`src/rtl/piso_serializer.sv`:
```
// piso_serializer: parallel-in serial-out shifter with a two-state
// IDLE/SHIFT controller and a valid/ready load handshake.
// A word is accepted when load_valid and load_ready are both high. Its first
// bit appears on sout in the following cycle, and one further bit follows on
// each later cycle. A new word can be accepted while the last bit is on sout,
// so that frames run back to back with no gap.
// Optional feature: define PISO_SERIALIZER_PARITY_EN to append one even-parity
// bit after the data bits. frame_done then marks that parity bit.
module piso_serializer #(
  parameter int WIDTH     = 8,
  parameter int MSB_FIRST = 0
) (
  input  logic             clk,
  input  logic             clr_n,
  input  logic [WIDTH-1:0] din,
  input  logic             load_valid,
  output logic             load_ready,
  output logic             sout,
  output logic             sout_valid,
  output logic             frame_done,
  output logic             busy
);

  localparam int CW = $clog2(WIDTH + 2);
`ifdef PISO_SERIALIZER_PARITY_EN
  localparam int FL = WIDTH + 1;
  localparam logic [CW-1:0] LAST_DATA = CW'(WIDTH - 1);
`else
  localparam int FL = WIDTH;
`endif
  localparam logic [CW-1:0] LAST_CNT = CW'(FL - 1);

  localparam logic ST_IDLE  = 1'b0;
  localparam logic ST_SHIFT = 1'b1;

  logic             state_q, state_d;
  logic [CW-1:0]    cnt_q, cnt_d;
  logic [WIDTH-1:0] shreg_q, shreg_d;
  logic             sout_q, sout_d;
  logic             sout_valid_q, sout_valid_d;
`ifdef PISO_SERIALIZER_PARITY_EN
  logic             parity_q, parity_d;
`endif

  logic             last_bit;
  logic             accept;
  logic             first_bit;
  logic [WIDTH-1:0] din_rest;
  logic             next_bit;
  logic [WIDTH-1:0] shreg_adv;

  // Handshake: the block is ready when idle or while the final frame bit is shown
  always_comb begin
    last_bit   = (state_q == ST_SHIFT) && (cnt_q == LAST_CNT);
    load_ready = (state_q == ST_IDLE) || last_bit;
    accept     = load_valid && load_ready;
  end

  // Select the bit order. The register holds the bits that remain after the one on sout
  always_comb begin
    if (MSB_FIRST != 0) begin
      first_bit = din[WIDTH-1];
      din_rest  = din << 1;
      next_bit  = shreg_q[WIDTH-1];
      shreg_adv = shreg_q << 1;
    end else begin
      first_bit = din[0];
      din_rest  = din >> 1;
      next_bit  = shreg_q[0];
      shreg_adv = shreg_q >> 1;
    end
  end

  // Next-state logic: load a new frame, retire the finished frame, or advance one bit
  always_comb begin
    state_d      = state_q;
    cnt_d        = cnt_q;
    shreg_d      = shreg_q;
    sout_d       = sout_q;
    sout_valid_d = sout_valid_q;
`ifdef PISO_SERIALIZER_PARITY_EN
    parity_d     = parity_q;
`endif
    if (accept) begin
      state_d      = ST_SHIFT;
      cnt_d        = '0;
      shreg_d      = din_rest;
      sout_d       = first_bit;
      sout_valid_d = 1'b1;
`ifdef PISO_SERIALIZER_PARITY_EN
      parity_d     = ^din;
`endif
    end else if (last_bit) begin
      state_d      = ST_IDLE;
      cnt_d        = '0;
      shreg_d      = '0;
      sout_d       = 1'b0;
      sout_valid_d = 1'b0;
    end else if (state_q == ST_SHIFT) begin
      cnt_d   = cnt_q + CW'(1);
      shreg_d = shreg_adv;
      sout_d  = next_bit;
`ifdef PISO_SERIALIZER_PARITY_EN
      if (cnt_q == LAST_DATA) begin
        sout_d = parity_q;
      end
`endif
    end
  end

  // State registers; clr_n aborts any frame in flight at once
  always_ff @(posedge clk or negedge clr_n) begin
    if (!clr_n) begin
      state_q      <= ST_IDLE;
      cnt_q        <= '0;
      shreg_q      <= '0;
      sout_q       <= 1'b0;
      sout_valid_q <= 1'b0;
    end else begin
      state_q      <= state_d;
      cnt_q        <= cnt_d;
      shreg_q      <= shreg_d;
      sout_q       <= sout_d;
      sout_valid_q <= sout_valid_d;
    end
  end

`ifdef PISO_SERIALIZER_PARITY_EN
  // Parity of the captured word, which is presented after the last data bit
  always_ff @(posedge clk or negedge clr_n) begin
    if (!clr_n) begin
      parity_q <= 1'b0;
    end else begin
      parity_q <= parity_d;
    end
  end
`endif

  // Outputs driven from the registered state
  always_comb begin
    sout       = sout_q;
    sout_valid = sout_valid_q;
    busy       = (state_q == ST_SHIFT);
    frame_done = last_bit;
  end

endmodule

```
`config.mk`:
```
export PLATFORM = sky130hd
export DESIGN_NAME = piso_serializer
export DESIGN_NICKNAME = d
export VERILOG_FILES = /design/src/rtl/piso_serializer.sv
export SDC_FILE = /design/constraint.sdc
export NUM_CORES = 1
export LEC_CHECK = 0
export BUFFER_PORTS_ARGS = -buffer_cell sky130_fd_sc_hd__buf_2
export CAP_MARGIN = 20
export CORE_MARGIN = 1.5
export CORE_UTILIZATION = 50
export CTS_CLUSTER_SIZE = 14
export DETAILED_ROUTE_END_ITERATION = 8
export PLACE_DENSITY_LB_ADDON = 0.05
export SYNTH_ARGS = -nofsm -noshare
export SYNTH_HDL_FRONTEND = slang
export SYNTH_SLANG_ARGS = --single-unit
```
`constraint.sdc`:
```
create_clock -name clk -period 2 [get_ports clk]
set_clock_uncertainty 0.2 [all_clocks]
set_input_delay 0.1 -clock clk [delete_from_list [all_inputs] [get_ports clk]]
set_output_delay 0.1 -clock clk [all_outputs]
set_load 0.02 [all_outputs]
```
==> summary.md <==
| Metric | Value |
|---|---|
| Status | complete, no violations |
| CP Launch Type | flop |
| Setup TNS | 0 ns |
| Post-DP HPWL | 895 um |
| Synth Net Count | 76 |
| Routed vias/inst | 5.50 |
| Site Rows | 13 |
| Post-synth top area share | 47.0% |
| Layout area overhead | 26.4% |
| Post-synth EDFFs | 0 |
| Die W | 40.2 um |
| Post-synthesis sequential area ratio | 47.0% |
| WL final | 1390 um |
| Largest net degree at the start of global routing | 14 |
| Worst setup EP type | primary output |
| CP max FO | 9 |
| Seq pwr share | 42.7% |
| Switching Share | 36.9% |
| Antenna diode count | 0 |
| Tightest Pin Transition | 0.306 ns |
| Syn. warnings | 0 |
| Synth area leader | dfrtp_1 |
| Syn Area/Cell | 10.8 um2 |
| Worst-path clk slew | around 0.080 ns |
| Hold Crit Class | primary input to async pin |
| Critical Path RT | 1.70 ns |
| Number of global-route vias before repair | 479 |
| Critical setup path kind | flop to primary output |
| Post-Layout Cell Count | 103 |
| Top-count cell post-synth | dfrtp_1 |
| Rel. slew slack | 79.6% |
| Initial Utilization | between 50% and 60% |
| IO Count | 16 |
| Slew Limit Fails | 0 |
| H-tree depth | 1 |
| DR WL/cell | 13.5 um |
| CTS tree | done |
| Worst EP arrival | 1.60 ns |
| Cells after synthesis | 64 |
| R2r startpoint | cnt_q[0] |
| Final core occ | slightly below 70% |
| Hold_ws | around 0.033 ns |
| Fmax | roughly 0.53 GHz |
| Clk Latency, worst-skew pair | 0.27 ns |
| Final nets | 101 |
| Switch Pwr | 0.383 mW |
| Placer congestion estimate | 0.707 |
| Combinational share of power | 41.7% |
| Root Buffer | clkbuf_4 |
| End of the worst register-to-register path | shreg_q[3] |
| PwrDens | 1190 nW/um2 |
| Clock network fraction of total power | 15.5% |
| Cell Area, Synth | 692 um2 |
| Residual DRC count | 0 |
| Initial DRC Count | 14 |
| Ys async rst share | 100% |
| Crit. Startpoint | cnt_q[0] |
| CTS sink cnt | 13 |
| CTS Buffer Depth | 2 |
| Initial antenna violation count | 0 |
| MaxCap Viol Count | 0 |
| CP endpoint | load_ready |
| Synth unique cells | 24 |
| FF-to-FF path depth | 5 |
| Synth area leaders | dfrtp_1, mux2i_1, a221o_1 |
| Placed cells | 90 |
| Unrepaired setup endpoints after global routing | false |
| Full die area | 1620 um2 |
| Peak VDD IR | 0.593 mV |
| First-pass DRT Iterations | 4 |
| Fill cell count | 105 |
| Leakage Power | 0.437 nW |
| Fraction of layout cells with a size suffix above 1 | 26.1% |
| Post-CTS Resized | 0 |
| Final Hold Fails | 0 |
| Min Tclk post-route | 1.90 ns |
| Die Ht | 40.2 um |
| Post-synth top flop | dfrtp_1 |
| Register-to-register setup slack | roughly 0.30 ns |
| Seq cells post-synth | 13 |
| Top post-synthesis cells by count | dfrtp_1, nor2_1, mux2i_1 |
| Pint | 0.656 mW |
| GRT Total Usage | 19.7% |
| Core box area | 1300 um2 |
| Final setup vio count | 0 |
| CTS buffer count | 3 |
| Routed Antenna Nets | 0 |
| Via Count | 566 |
| Final period util | a little over nine tenths |
| Gr ovfl total | 0 |
| First-pass GRT wire length | about 2000 um |
| Buffers on Ports | 15 |
## routing by layer
| layer | global-route usage (%) | routed length (um) | up-vias |
|---|---|---|---|
| met1 | 23.9 | 668 | 274 |
| met2 | 31.0 | 669 | 13 |
| met5 | 0 | 0 | - |
| li1 | - | - | 279 |
| met4 | 7.50 | 0 | 0 |
| met3 | 8.33 | 48 | 0 |
## power groups by stage
stage | Clock [mW] | Sequential (mW) | Combinational (mW)
floorplan | 0 | 0.441 | 0.332
global placement | 0 | 0.447 | 0.412
detailed placement | 0 | 0.445 | 0.418
CTS | 0.165 | 0.441 | 0.434
global route | 0.184 | 0.456 | 0.482
finish | 0.161 | 0.444 | 0.433
## how the worst min path moves through the flow
stage,startpoint,end
finish,clr_n,shreg_q[1]
CTS,clr_n,shreg_q[1]
global route,clr_n,shreg_q[1]
global placement,clr_n,shreg_q[1]
detailed placement,clr_n,shreg_q[1]
floorplan,clr_n,cnt_q[0]
## worst max-delay path: stages, from the launching register on
cell and delay [ns]:
dfrtp_1 0.41, ha_1 0.24, and3b_4 0.21, nor2b_1 0.10, buf_4 0.17, inv_1 0.04
buf_2 0.15
## stage by stage
step           power (mW)  area, um2  worst slack (ns)
2_1_floorplan       0.774        692             0.323
3_3_place_gp        0.859        757             0.347
3_5_place_dp        0.864        757             0.312
4_1_cts              1.04        875             0.104
5_1_grt              1.12        875            0.0193
6_report             1.04        875             0.102
## cells in the final DEF, fill, tap and decap left out, types with 2 or more instances in the layout
cell | netlist | final
nand3_1 | 3 | 3
mux2i_1 | 8 | 8
a221o_1 | 7 | 7
buf_2 | 2 | 15
nand2_1 | 4 | 4
clkbuf_4 | 0 | 3
buf_4 | 1 | 2
nor2_1 | 9 | 9
dfrtp_1 | 13 | 13
dlygate4sd3_1 | 0 | 9
## cell families (layout without fill, tap and decap cells)
group | Yosys count | after routing | share of synthesized area (%)
mux | 8 | 8 | 11.6
compound gates | 11 | 11 | 14.1
flops | 13 | 13 | 47.0
xor+xnor | 1 | 1 | 1.27
simple gates | 23 | 23 | 17.4
buf+inv | 7 | 31 | 6.87
fa+ha+maj | 1 | 1 | 1.81
## flip-flops by register name (all words and copies together) (netlist names)
name        cells
shreg_q         7
cnt_q           4
sout_valid      1
sout            1
## repair_timing
action / in CTS / in global routing
setup buffers: 0 / 0
endpoints found under the hold margin: 21 / 0
hold buffers: 9 / 0
## layout make-up
class,count,area [um2],share of cell area (%)
multi-input combinational,44,319,36.5
clock buffer,3,22.5,2.58
tap,15,18.8,2.15
sequential,13,325,37.2
clock inverter,1,5.00,0.572
inverter,1,3.75,0.429
timing repair buffer,26,180,20.6
(Power assumes the default switching activity.)
